`src/rtl/mips_pkg.sv`:
```
// mips_pkg: shared MIPS pipeline encodings and the bundled ID/EX control word
package mips_pkg;
  localparam logic [1:0] ALUOP_ADD = 2'b00, ALUOP_SUB = 2'b01, ALUOP_RTYPE = 2'b10;
  localparam logic [5:0] FN_ADD = 6'h20, FN_SUB = 6'h22, FN_AND = 6'h24, FN_OR = 6'h25, FN_SLT = 6'h2A;
  localparam logic [4:0] REG_ZERO = 5'd0;
  typedef struct packed {
    logic       valid;
    logic [1:0] alu_op;
    logic [5:0] func;
    logic       reg_dst, alu_src, mem_read, mem_write, mem_to_reg, reg_write, branch;
  } idex_ctrl_t;
  localparam idex_ctrl_t CTRL_BUBBLE = '{alu_op: ALUOP_ADD, default: '0};
endpackage

```
`src/rtl/id_ex_reg_if.sv`:
```
// id_ex_reg_if: ID-side inputs, EX-side registered outputs and pipeline control of the ID/EX register
interface id_ex_reg_if #(parameter int DW = 32, parameter int CW = 16);
  logic          id_valid, ex_valid;
  logic [1:0]    id_ALUop, ex_ALUop;
  logic [5:0]    id_Func, ex_Func;
  logic          id_RegDst, id_ALUSrc, id_MemRead, id_MemWrite, id_MemtoReg, id_RegWrite, id_Branch;
  logic          ex_RegDst, ex_ALUSrc, ex_MemRead, ex_MemWrite, ex_MemtoReg, ex_RegWrite, ex_Branch;
  logic [DW-1:0] id_rs_data, id_rt_data, id_imm, id_pc4;
  logic [DW-1:0] ex_rs_data, ex_rt_data, ex_imm, ex_pc4;
  logic [4:0]    id_rs, id_rt, id_rd, ex_rs, ex_rt, ex_rd;
  logic          flush, hold, load_use_stall;
  logic [CW-1:0] bubble_cnt;
  modport master (
    output id_valid, id_ALUop, id_Func, id_RegDst, id_ALUSrc, id_MemRead, id_MemWrite, id_MemtoReg,
           id_RegWrite, id_Branch, id_rs_data, id_rt_data, id_imm, id_pc4, id_rs, id_rt, id_rd, flush, hold,
    input  ex_valid, ex_ALUop, ex_Func, ex_RegDst, ex_ALUSrc, ex_MemRead, ex_MemWrite, ex_MemtoReg,
           ex_RegWrite, ex_Branch, ex_rs_data, ex_rt_data, ex_imm, ex_pc4, ex_rs, ex_rt, ex_rd,
           load_use_stall, bubble_cnt
  );
  modport slave (
    input  id_valid, id_ALUop, id_Func, id_RegDst, id_ALUSrc, id_MemRead, id_MemWrite, id_MemtoReg,
           id_RegWrite, id_Branch, id_rs_data, id_rt_data, id_imm, id_pc4, id_rs, id_rt, id_rd, flush, hold,
    output ex_valid, ex_ALUop, ex_Func, ex_RegDst, ex_ALUSrc, ex_MemRead, ex_MemWrite, ex_MemtoReg,
           ex_RegWrite, ex_Branch, ex_rs_data, ex_rt_data, ex_imm, ex_pc4, ex_rs, ex_rt, ex_rd,
           load_use_stall, bubble_cnt
  );
endinterface

```
`src/rtl/load_use_detect.sv`:
```
// load_use_detect: flags an ID instruction reading the rt destination of a load sitting in EX
module load_use_detect import mips_pkg::*; (
  input  logic       id_valid,
  input  logic [4:0] id_rs,
  input  logic [4:0] id_rt,
  input  logic       ex_valid,
  input  logic       ex_mem_read,
  input  logic [4:0] ex_rt,
  input  logic       flush,
  output logic       stall
);
  assign stall = id_valid & ex_valid & ex_mem_read & (ex_rt != REG_ZERO) &
                 ((ex_rt == id_rs) | (ex_rt == id_rt)) & ~flush;
endmodule

```
`src/rtl/id_ex_reg.sv`:
```
// id_ex_reg: ID/EX pipeline register with load-use bubbling, branch flush, hold and a bubble counter
module id_ex_reg import mips_pkg::*; #(
  parameter int DW = 32,
  parameter int CW = 16
) (
  input logic        clk,
  input logic        reset,
  id_ex_reg_if.slave b
);
  idex_ctrl_t    id_c, ex_c;
  logic [DW-1:0] rs_data, rt_data, imm, pc4;
  logic [4:0]    rs, rt, rd;
  logic [CW-1:0] cnt;
  logic          stall, bubble;
  assign id_c = '{valid: b.id_valid, alu_op: b.id_ALUop, func: b.id_Func, reg_dst: b.id_RegDst,
                  alu_src: b.id_ALUSrc, mem_read: b.id_MemRead, mem_write: b.id_MemWrite,
                  mem_to_reg: b.id_MemtoReg, reg_write: b.id_RegWrite, branch: b.id_Branch};
  load_use_detect u_lud (
    .id_valid(b.id_valid), .id_rs(b.id_rs), .id_rt(b.id_rt),
    .ex_valid(ex_c.valid), .ex_mem_read(ex_c.mem_read), .ex_rt(rt),
    .flush(b.flush), .stall(stall)
  );
  // flush outranks hold so a taken branch still kills the instruction during a downstream stall
  assign bubble = reset | b.flush | (~b.hold & stall);
  always_ff @(posedge clk) begin
    if (bubble) begin
      ex_c    <= CTRL_BUBBLE;
      rs_data <= '0;
      rt_data <= '0;
      imm     <= '0;
      pc4     <= '0;
      rs      <= '0;
      rt      <= '0;
      rd      <= '0;
    end else if (!b.hold) begin
      ex_c    <= id_c;
      rs_data <= b.id_rs_data;
      rt_data <= b.id_rt_data;
      imm     <= b.id_imm;
      pc4     <= b.id_pc4;
      rs      <= b.id_rs;
      rt      <= b.id_rt;
      rd      <= b.id_rd;
    end
    if (reset) cnt <= '0;
    else if (!b.hold && stall && !(&cnt)) cnt <= cnt + 1'b1;
  end
  assign b.ex_valid       = ex_c.valid;
  assign b.ex_ALUop       = ex_c.alu_op;
  assign b.ex_Func        = ex_c.func;
  assign b.ex_RegDst      = ex_c.reg_dst;
  assign b.ex_ALUSrc      = ex_c.alu_src;
  assign b.ex_MemRead     = ex_c.mem_read;
  assign b.ex_MemWrite    = ex_c.mem_write;
  assign b.ex_MemtoReg    = ex_c.mem_to_reg;
  assign b.ex_RegWrite    = ex_c.reg_write;
  assign b.ex_Branch      = ex_c.branch;
  assign b.ex_rs_data     = rs_data;
  assign b.ex_rt_data     = rt_data;
  assign b.ex_imm         = imm;
  assign b.ex_pc4         = pc4;
  assign b.ex_rs          = rs;
  assign b.ex_rt          = rt;
  assign b.ex_rd          = rd;
  assign b.load_use_stall = stall;
  assign b.bubble_cnt     = cnt;
endmodule

```
`src/flat_wrapper.sv`:
```
// flat-port wrapper written by rule: the top's interface ports become plain ports
module id_ex_reg_flat import mips_pkg::*;
#(
  parameter int DW = 32,
  parameter int CW = 16
)
  (clk, reset, b_id_valid, b_id_ALUop, b_id_Func, b_id_RegDst, b_id_ALUSrc, b_id_MemRead, b_id_MemWrite, b_id_MemtoReg, b_id_RegWrite, b_id_Branch, b_id_rs_data, b_id_rt_data, b_id_imm, b_id_pc4, b_id_rs, b_id_rt, b_id_rd, b_flush, b_hold, b_ex_valid, b_ex_ALUop, b_ex_Func, b_ex_RegDst, b_ex_ALUSrc, b_ex_MemRead, b_ex_MemWrite, b_ex_MemtoReg, b_ex_RegWrite, b_ex_Branch, b_ex_rs_data, b_ex_rt_data, b_ex_imm, b_ex_pc4, b_ex_rs, b_ex_rt, b_ex_rd, b_load_use_stall, b_bubble_cnt);
  id_ex_reg_if #(.DW(DW), .CW(CW)) b_i ();
  input logic clk;
  input logic reset;
  input wire logic [$bits(b_i.id_valid)-1:0] b_id_valid;
  input wire logic [$bits(b_i.id_ALUop)-1:0] b_id_ALUop;
  input wire logic [$bits(b_i.id_Func)-1:0] b_id_Func;
  input wire logic [$bits(b_i.id_RegDst)-1:0] b_id_RegDst;
  input wire logic [$bits(b_i.id_ALUSrc)-1:0] b_id_ALUSrc;
  input wire logic [$bits(b_i.id_MemRead)-1:0] b_id_MemRead;
  input wire logic [$bits(b_i.id_MemWrite)-1:0] b_id_MemWrite;
  input wire logic [$bits(b_i.id_MemtoReg)-1:0] b_id_MemtoReg;
  input wire logic [$bits(b_i.id_RegWrite)-1:0] b_id_RegWrite;
  input wire logic [$bits(b_i.id_Branch)-1:0] b_id_Branch;
  input wire logic [$bits(b_i.id_rs_data)-1:0] b_id_rs_data;
  input wire logic [$bits(b_i.id_rt_data)-1:0] b_id_rt_data;
  input wire logic [$bits(b_i.id_imm)-1:0] b_id_imm;
  input wire logic [$bits(b_i.id_pc4)-1:0] b_id_pc4;
  input wire logic [$bits(b_i.id_rs)-1:0] b_id_rs;
  input wire logic [$bits(b_i.id_rt)-1:0] b_id_rt;
  input wire logic [$bits(b_i.id_rd)-1:0] b_id_rd;
  input wire logic [$bits(b_i.flush)-1:0] b_flush;
  input wire logic [$bits(b_i.hold)-1:0] b_hold;
  output wire logic [$bits(b_i.ex_valid)-1:0] b_ex_valid;
  output wire logic [$bits(b_i.ex_ALUop)-1:0] b_ex_ALUop;
  output wire logic [$bits(b_i.ex_Func)-1:0] b_ex_Func;
  output wire logic [$bits(b_i.ex_RegDst)-1:0] b_ex_RegDst;
  output wire logic [$bits(b_i.ex_ALUSrc)-1:0] b_ex_ALUSrc;
  output wire logic [$bits(b_i.ex_MemRead)-1:0] b_ex_MemRead;
  output wire logic [$bits(b_i.ex_MemWrite)-1:0] b_ex_MemWrite;
  output wire logic [$bits(b_i.ex_MemtoReg)-1:0] b_ex_MemtoReg;
  output wire logic [$bits(b_i.ex_RegWrite)-1:0] b_ex_RegWrite;
  output wire logic [$bits(b_i.ex_Branch)-1:0] b_ex_Branch;
  output wire logic [$bits(b_i.ex_rs_data)-1:0] b_ex_rs_data;
  output wire logic [$bits(b_i.ex_rt_data)-1:0] b_ex_rt_data;
  output wire logic [$bits(b_i.ex_imm)-1:0] b_ex_imm;
  output wire logic [$bits(b_i.ex_pc4)-1:0] b_ex_pc4;
  output wire logic [$bits(b_i.ex_rs)-1:0] b_ex_rs;
  output wire logic [$bits(b_i.ex_rt)-1:0] b_ex_rt;
  output wire logic [$bits(b_i.ex_rd)-1:0] b_ex_rd;
  output wire logic [$bits(b_i.load_use_stall)-1:0] b_load_use_stall;
  output wire logic [$bits(b_i.bubble_cnt)-1:0] b_bubble_cnt;
  assign b_i.id_valid = b_id_valid;
  assign b_i.id_ALUop = b_id_ALUop;
  assign b_i.id_Func = b_id_Func;
  assign b_i.id_RegDst = b_id_RegDst;
  assign b_i.id_ALUSrc = b_id_ALUSrc;
  assign b_i.id_MemRead = b_id_MemRead;
  assign b_i.id_MemWrite = b_id_MemWrite;
  assign b_i.id_MemtoReg = b_id_MemtoReg;
  assign b_i.id_RegWrite = b_id_RegWrite;
  assign b_i.id_Branch = b_id_Branch;
  assign b_i.id_rs_data = b_id_rs_data;
  assign b_i.id_rt_data = b_id_rt_data;
  assign b_i.id_imm = b_id_imm;
  assign b_i.id_pc4 = b_id_pc4;
  assign b_i.id_rs = b_id_rs;
  assign b_i.id_rt = b_id_rt;
  assign b_i.id_rd = b_id_rd;
  assign b_i.flush = b_flush;
  assign b_i.hold = b_hold;
  assign b_ex_valid = b_i.ex_valid;
  assign b_ex_ALUop = b_i.ex_ALUop;
  assign b_ex_Func = b_i.ex_Func;
  assign b_ex_RegDst = b_i.ex_RegDst;
  assign b_ex_ALUSrc = b_i.ex_ALUSrc;
  assign b_ex_MemRead = b_i.ex_MemRead;
  assign b_ex_MemWrite = b_i.ex_MemWrite;
  assign b_ex_MemtoReg = b_i.ex_MemtoReg;
  assign b_ex_RegWrite = b_i.ex_RegWrite;
  assign b_ex_Branch = b_i.ex_Branch;
  assign b_ex_rs_data = b_i.ex_rs_data;
  assign b_ex_rt_data = b_i.ex_rt_data;
  assign b_ex_imm = b_i.ex_imm;
  assign b_ex_pc4 = b_i.ex_pc4;
  assign b_ex_rs = b_i.ex_rs;
  assign b_ex_rt = b_i.ex_rt;
  assign b_ex_rd = b_i.ex_rd;
  assign b_load_use_stall = b_i.load_use_stall;
  assign b_bubble_cnt = b_i.bubble_cnt;
  id_ex_reg #(.DW(DW), .CW(CW)) u_core (.clk(clk), .reset(reset), .b(b_i));
endmodule
```
`config.mk`:
```
export PLATFORM = sky130hd
export DESIGN_NAME = id_ex_reg_flat
export DESIGN_NICKNAME = d
export VERILOG_FILES = /design/src/rtl/mips_pkg.sv /design/src/rtl/id_ex_reg_if.sv /design/src/rtl/load_use_detect.sv /design/src/rtl/id_ex_reg.sv /design/src/flat_wrapper.sv
export SDC_FILE = /design/constraint.sdc
export NUM_CORES = 1
export LEC_CHECK = 0
export ABC_AREA = 1
export CAP_MARGIN = 20
export CORE_AREA = 2 2 132 134
export CTS_BUF_LIST = sky130_fd_sc_hd__clkbuf_16
export CTS_CLUSTER_SIZE = 12
export DETAILED_ROUTE_END_ITERATION = 8
export DIE_AREA = 0 0 134 136
export PLACE_DENSITY = 0.92
export SKIP_CTS_REPAIR_TIMING = 1
export SLEW_MARGIN = 30
export SYNTH_ARGS = -nofsm -noshare
export SYNTH_HDL_FRONTEND = slang
export SYNTH_SLANG_ARGS = --single-unit
```
`constraint.sdc`:
```
create_clock -name clk -period 2.53 [get_ports clk]
set_input_delay 0.253 -clock clk [delete_from_list [all_inputs] [get_ports clk]]
set_output_delay 0.253 -clock clk [all_outputs]
set_load 0.02 [all_outputs]
```
==> results of run 1 <==
[worst max path at each step]
| stage | to | slack (ns) | depth (start not counted) |
|---|---|---|---|
| final | b_load_use_stall | 0.50 | 7 |
| after global placement | b_load_use_stall | 0.30 | 8 |
| after global routing | b_load_use_stall | 0.38 | 7 |
| after detailed placement | u_core.b.ex_imm[26] | 0.25 | 11 |
| after floorplan | u_core.b.bubble_cnt[9] | 0.80 | 11 |
| after CTS | b_load_use_stall | 0.1 | 7 |
[flip-flops by register name (all words and copies together), names as in the netlist, 2 cells and up]
| register | cells |
|---|---|
| u_core.b.bubble_cnt | 16 |
| u_core.b.ex_rs | 5 |
| u_core.b.ex_pc4 | 32 |
| u_core.b.ex_imm | 32 |
| u_core.b.ex_Func | 6 |
| u_core.b.ex_rt | 5 |
| u_core.b.ex_rt_data | 32 |
| u_core.b.ex_rs_data | 32 |
| u_core.b.ex_rd | 5 |
| u_core.b.ex_ALUop | 2 |
[cell families after synthesis]
logic type / Yosys count / synth area share, %
flip-flops: 175 / 52.4
AND/OR/NAND/NOR: 441 / 25.7
buffers and inverters: 98 / 7.25
adder cells (fa/ha/maj): 1 / 0.187
AO/OA/AOI/OAI: 168 / 12.6
XOR/XNOR: 14 / 1.84
[per-layer routing]
layer  wire, µm  vias to the layer above
li1           -                     3437
met1       7850                     3158
met2      10900                      282
met3       2180                       37
met4        541                        0
met5          0                        -
[synth_stat cells]
cell type	instances	area (µm²)
o21ai_0	15	75.1
ha_1	1	12.5
nor2_1	46	173
nand4_1	1	6.26
buf_4	1	7.51
a21oi_1	152	761
inv_2	6	22.5
o21ai_1	1	5.00
xnor2_1	2	17.5
clkbuf_1	34	128
nand4_2	1	12.5
nand3_1	10	50.1
inv_1	37	139
nand3_2	1	10.0
dfxtp_1	175	3500
buf_2	6	30.0
nand4_4	1	21.3
nand2_1	372	1400
nor2_2	1	6.26
nor3_1	6	30.0
xor2_1	12	105
buf_6	14	158
nand2_2	2	12.5
[report_power, final]
part | total (mW) | internal [mW] | switching, mW | leakage [nW]
Clock | 2.62 | 1.47 | 1.14 | 0.293
Combinational | 0.829 | 0.438 | 0.391 | 2.47
Sequential | 2.88 | 2.84 | 0.0453 | 1.42
[critical path: stages (launching register included)]
cell and delay (ns):
dfxtp_1 0.42, inv_2 0.09, nand2_1 0.06, nand2_1 0.05
nor2_1 0.14, nand3_1 0.13, a21oi_1 0.22, dlymetal6s2s_1 0.26
[layout make-up]
type                            instances  area (µm²)  area share, %
Sequential cell                       175        3500           32.6
Timing Repair Buffer                  345        3500           32.6
Multi-Input combinational cell        624        2700           25.1
Clock buffer                           17         425           3.96
Tap cell                              225         282           2.62
Inverter                               43         164           1.53
Clock inverter                         15         161           1.50
Antenna cell                            1        2.50         0.0233
[placed cells by master (no fill, tap or decap), types with 2 or more instances in the layout]
cell,instances
clkdlybuf4s50_1,336
buf_4,3
clkinv_4,4
inv_1,39
dfxtp_1,175
nor3_1,6
nor2_1,46
nand3_1,10
inv_6,4
a21oi_1,152
o21ai_0,15
buf_12,5
inv_2,5
nand2_1,372
bufinv_16,2
xor2_1,12
xnor2_1,2
clkbuf_16,17
[stage by stage]
step,power [mW],utilization (%),std cells
floorplan,3.29,-,897
global placement,3.75,60.1,1412
detailed placement,3.77,60.1,1412
CTS,6.39,63.6,1444
global route,6.57,63.6,1444
finish,6.33,63.6,1445
==> summary.md, run 1 <==
| Metric | Value |
|---|---|
| Status | complete, no violations |
| Placed Area | between 10000 and 15000 µm² |
| Met2 Resource Use GR | approximately 40% |
| Crit path kind | reg2out |
| Area of the core | around 17000 µm² |
| Largest net degree at the start of global routing | 162 |
| Pwr/cell area | 589 nW/µm² |
| GP Congestion | ~0.83 |
| Register area share after synthesis | a little over half |
| Slew HR | about 42% |
| Most used routing layer | met2 |
| Number of remaining DRC errors | 0 |
| Gr ovfl total | 0 |
| Vias | 6914 |
| FF-to-FF setup slack | roughly 0.55 ns |
| Layout area overhead | 60.7% |
| # Max-Cap Violations | 0 |
| RSZ-0062 raised after global routing | no |
| 1st-iter DRT viols | about 330 |
| LEAKAGE | 4.18 nW |
| Clock H-tree levels | 4 |
| DR WL/cell | about 15 µm |
| Synthesized cell area | about 6700 µm² |
| Share of layout cells above drive strength 1 | under 10% |
| DR vias/cell | ~4.8 |
| CTS Buffer Depth | 2 |
| Starting Density | about two fifths |
| Total length of routed wires | about 21000 µm |
| Maximum clock rate | approximately 490 MHz |
| # IOs | about 340 |
| Hold/Removal Path Class | in2reg |
| Cells on worst reg2reg path | 10 |
| Final period utilization | 80.4% |
| Clock slew seen by the registers of the worst setup and hold paths | about 0.070 ns |
| Clock Sinks | 175 |
| R2R Path End | u_core.b.ex_imm[26] |
| Die X | around 130 µm |
| Final min period | 2.03 ns |
| Synthesized instance count | between 800 and 900 |
| Worst EP arrival | about 1.8 ns |
| Met1 Track Usage GR | 23.9% |
| Initial antenna violation count | 1 |
| Routed Antenna Nets | 0 |
| Hold slack | 0.213 ns |
| Worst hold start | b_hold |
| Final setup viols | 0 |
| Fillers | roughly 1400 |
| PortBufs | ~340 |
| Vias in the first global route | just under 7000 |
| Hold Path Depth | 4 |
| FF-to-FF Start | u_core.b.ex_rt[2] |
| Crit. End Element | primary output |
| Num CTS Buffers | 17 |
| Final Cell Area | between 10000 and 15000 µm² |
| # nets final | between 1000 and 1500 |
| Fin. max-slew vios | 0 |
| CTS tree | yes |
| Total track usage | between 20% and 30% |
| Netlist cell types | 23 |
| Synth Net Count | between 1000 and 1500 |
| Fin Setup TNS | 0 ns |
| Clock Skew | between 0.007 and 0.008 ns |
| Setup ws final | 0.496 ns |
| Final Hold Viols | 0 |
| #FFs+latches synth | between 150 and 200 |
| First-pass GRT wire length | 32900 µm |
| Die Span Y | between 100 and 150 µm |
| DP Worst Slack | 0.250 ns |
| YS warnings | 0 |
| Later-pin clock latency in the skew report | 0.42 ns |
| Cell row count | 48 |
| Final HPWL DP | about 15000 µm |
| Die area | 18200 µm² |
| CP Launch Type | register |
| Worst vdd ir | approximately 0.43 mV |
| Slew @ Worst Pin | approximately 0.87 ns |
| CP max FO | 4 |
| Critical Path RT | about 2.3 ns |
| Pre-Repair DR Iteration Count | 4 |
| Critical path startpoint | u_core.b.ex_rt[2] |
| Syn_area_per_cell | 7.45 µm² |
| CTS root buffer | clkbuf_16 |
| GR Layer Usage met3 | under 10% |
| WHS Endpoint | u_core.b.ex_rs[4] |
Power figures use the tool's default switching activity.
==> run 2, diff against run 1 <==
--- a/config.mk
+++ b/config.mk
@@ -7,12 +7,12 @@
 export LEC_CHECK = 0
 export ABC_AREA = 1
 export CAP_MARGIN = 20
-export CORE_AREA = 2 2 132 134
+export CORE_AREA = 2 2 133 135
 export CTS_BUF_LIST = sky130_fd_sc_hd__clkbuf_16
 export CTS_CLUSTER_SIZE = 12
 export DETAILED_ROUTE_END_ITERATION = 8
-export DIE_AREA = 0 0 134 136
-export PLACE_DENSITY = 0.92
+export DIE_AREA = 0 0 135 137
+export PLACE_DENSITY = 0.91
 export SKIP_CTS_REPAIR_TIMING = 1
 export SLEW_MARGIN = 30
 export SYNTH_ARGS = -nofsm -noshare
==> constraint.sdc (replaced) <==
create_clock -name clk -period 1.95 [get_ports clk]
set_input_delay 0.195 -clock clk [delete_from_list [all_inputs] [get_ports clk]]
set_output_delay 0.195 -clock clk [all_outputs]
set_load 0.02 [all_outputs]
==> summary.md, run 2 (synthesis results as in run 1) <==
| Metric | Value |
|---|---|
| Status | complete, no violations |
| Util after Layout | 64.0% (+0.38 points) |
| Cell depth of the worst setup path | 7 (unchanged) |
| Total length of routed wires | 22300 µm (+4.0%) |
| # nets final | 1389 (+1.4%) |
| Maximum clock rate | around 540 MHz |
| Vias in the first global route | 6642 (-1.3%) |
| DR WL/cell | 15.2 µm (+2.7%) |
| Cell breakdown of the critical path | inv_2 -> nand2_1 -> nand2_1 -> nor2_1 -> nand3_1 -> a21oi_2 -> clkbuf_2 |
| Fillers | 1376 (+0.44%) |
| Largest net degree at the start of global routing | 162 (unchanged) |
| Initial antenna violation count | 1 (unchanged) |
| Critical Path RT | 1.75 ns (-0.53 ns) |
| Worst vdd ir | 0.556 mV (+31%) |
| Hold Path Depth | 4 (unchanged) |
| Layout area overhead | 63.4% |
| Worst EP arrival | 1.67 ns (-0.11 ns) |
| CP max FO | 4 (unchanged) |
| LEAKAGE | 4.25 nW (+1.7%) |
| Crit. End Element | primary output |
| WP buf/inv | 2 (unchanged) |
| Clock Skew | 0.0140 ns (+0.00681 ns) |
| Die Span Y | 137 µm (+0.74%) |
| Fin Setup TNS | 0 ns (unchanged) |
| Routed Antenna Nets | 0 (unchanged) |
| Gr ovfl total | 0 (unchanged) |
| # Max-Cap Violations | 0 (unchanged) |
| Most frequent cells in the layout | 372 x nand2_1, 336 x clkdlybuf4s50_1, 172 x dfxtp_1 |
| Final Hold Viols | 0 (unchanged) |
| Slew @ Worst Pin | 0.735 ns (-0.132 ns) |
| Starting Density | 39.2% (-0.42 points) |
| Hold/Removal Path Class | in2reg |
| Number of remaining DRC errors | 0 (unchanged) |
| 1st-iter DRT viols | 369 (+13%) |
| # IOs | 339 (unchanged) |
| Cell row count | 48 (unchanged) |
| Net Sw Frac | 25.9% (+0.96 points) |
| CTS root buffer | clkbuf_16 |
| Share of layout cells above drive strength 1 | 6.30% (+2.2 points) |
| Clock slew seen by the registers of the worst setup and hold paths | 0.07 ns (about the same) |
| CP Launch Type | register |
| Final period utilization | 95.8% |
| Clock H-tree levels | 4 (unchanged) |
| PortBufs | 338 (unchanged) |
| Pre-Repair DR Iteration Count | 6 (+2) |
| Combinational power share | 13.5% (+0.4 points) |
| RSZ-0062 raised after global routing | no |
| Pint | 6.08 mW (+28%) |
| Crit-path max cell delay | 0.41 ns (about the same) |
| Num CTS Buffers | 17 (unchanged) |
| Clk pwr share | 41.0% (-0.3 points) |
| Die area | 18500 µm² (+1.5%) |
| DR vias/cell | 4.77 (-0.27%) |
| Total track usage | 22.9% (+0.17 points) |
| Clock Sinks | 175 (unchanged) |
| Later-pin clock latency in the skew report | 0.43 ns (about the same) |
| P_sw | 2.13 mW (+35%) |
| Most used cell, CP | nand2_1 |
| CTS tree | yes |
| Vias | 6986 (+1.0%) |
| Fin. max-slew vios | 0 (unchanged) |
| GP Congestion | 0.807 (-3.2%) |
| Die X | 135 µm (+0.75%) |
| Seq pwr share | 45.5% (about the same) |
| Final HPWL DP | 15700 µm (+3.2%) |
| Slew HR | 51.0% (+8.8 points) |
| Kind of cell adding the most delay to the critical path | flip-flops |
| Final min period | between 1.5 and 2 ns |
| Area of the core | 17100 µm² (+1.1%) |
| CTS Buffer Depth | 2 (unchanged) |
| Slowest cell on crit path | dfxtp_1 |
| Cells on worst reg2reg path | 12 (+2) |
| First-pass GRT wire length | 33300 µm (+1.4%) |
| Pwr/cell area | 752 nW/µm² (+28%) |
| Crit path kind | reg2out |
| Final setup viols | 0 (unchanged) |
| Most common cell after layout, fill and taps aside | nand2_1 |
run 2: area by class of cell:
| cell class | instances | area, µm² | share of cell area, % |
|---|---|---|---|
| Clock inverter | 15 | 151 | 1.39 |
| Clock buffer | 17 | 425 | 3.90 |
| Sequential cell | 175 | 3510 | 32.1 |
| Multi-Input combinational cell | 625 | 2740 | 25.1 |
| Tap cell | 225 | 282 | 2.58 |
| Inverter | 43 | 164 | 1.50 |
| Antenna cell | 1 | 2.50 | 0.0229 |
| Timing Repair Buffer | 363 | 3640 | 33.3 |
run 2: metal layers:
layer | track usage, % | share of wire, % | vias up
met5 | 0 | 0 | -
met4 | 7.99 | 2.1 | 0
met3 | 10.1 | 10 | 31
met2 | 41.5 | 51 | 285
met1 | 23.4 | 37 | 3188
li1 | - | - | 3482
run 2: path summary, 6_finish.rpt:
path / startpoint / endpoint / slack (ns)
worst max-delay path: u_core.b.ex_rt[4] / b_load_use_stall / 0.08
worst min-delay path: b_hold / u_core.b.ex_MemtoReg / 0.14
worst max register to register: u_core.b.ex_rt[4] / u_core.b.bubble_cnt[15] / 0.11
worst min register to register: u_core.b.ex_rs_data[17] / u_core.b.ex_rs_data[17] / 0.46
run 2: power groups by stage:
stage | registers, mW | logic, mW | clock network (mW)
after floorplan | 3.94 | 0.328 | 0
after global placement | 3.81 | 1.09 | 0
after detailed placement | 3.82 | 1.10 | 0
after CTS | 3.73 | 1.11 | 3.44
after global routing | 3.75 | 1.19 | 3.58
final | 3.74 | 1.11 | 3.36
run 2: through the flow:
step | instance area (µm²) | std cells | setup slack, ns | hold WS (ns) | total power, mW
after global placement | 10300 | 1430 | -0.153 | 0.451 | 4.90
after global routing | 10900 | 1463 | 0.00965 | 0.167 | 8.51
final | 10900 | 1464 | 0.0813 | 0.143 | 8.20
after CTS | 10900 | 1462 | -0.424 | 0.124 | 8.28
after detailed placement | 10300 | 1430 | -0.200 | 0.452 | 4.92
after floorplan | 6680 | 897 | 0.221 | 0.267 | 4.27
run 2: worst reg2reg max path, delay by kind of cell (launching register included):
kind,cells,cell delay [ns]
buffers and inverters,3,0.42
AO/OA/AOI/OAI,1,0.16
AND/OR/NAND/NOR,8,0.78
flip-flops,1,0.41
==> run 3, diff against run 2 <==
--- a/config.mk
+++ b/config.mk
@@ -6,7 +6,7 @@
 export NUM_CORES = 1
 export LEC_CHECK = 0
 export ABC_AREA = 1
-export CAP_MARGIN = 20
+export CAP_MARGIN = 10
 export CORE_AREA = 2 2 133 135
 export CTS_BUF_LIST = sky130_fd_sc_hd__clkbuf_16
 export CTS_CLUSTER_SIZE = 12
==> results of run 3 <==
No change in the layout: final DEF, timing and power equal those of run 2.
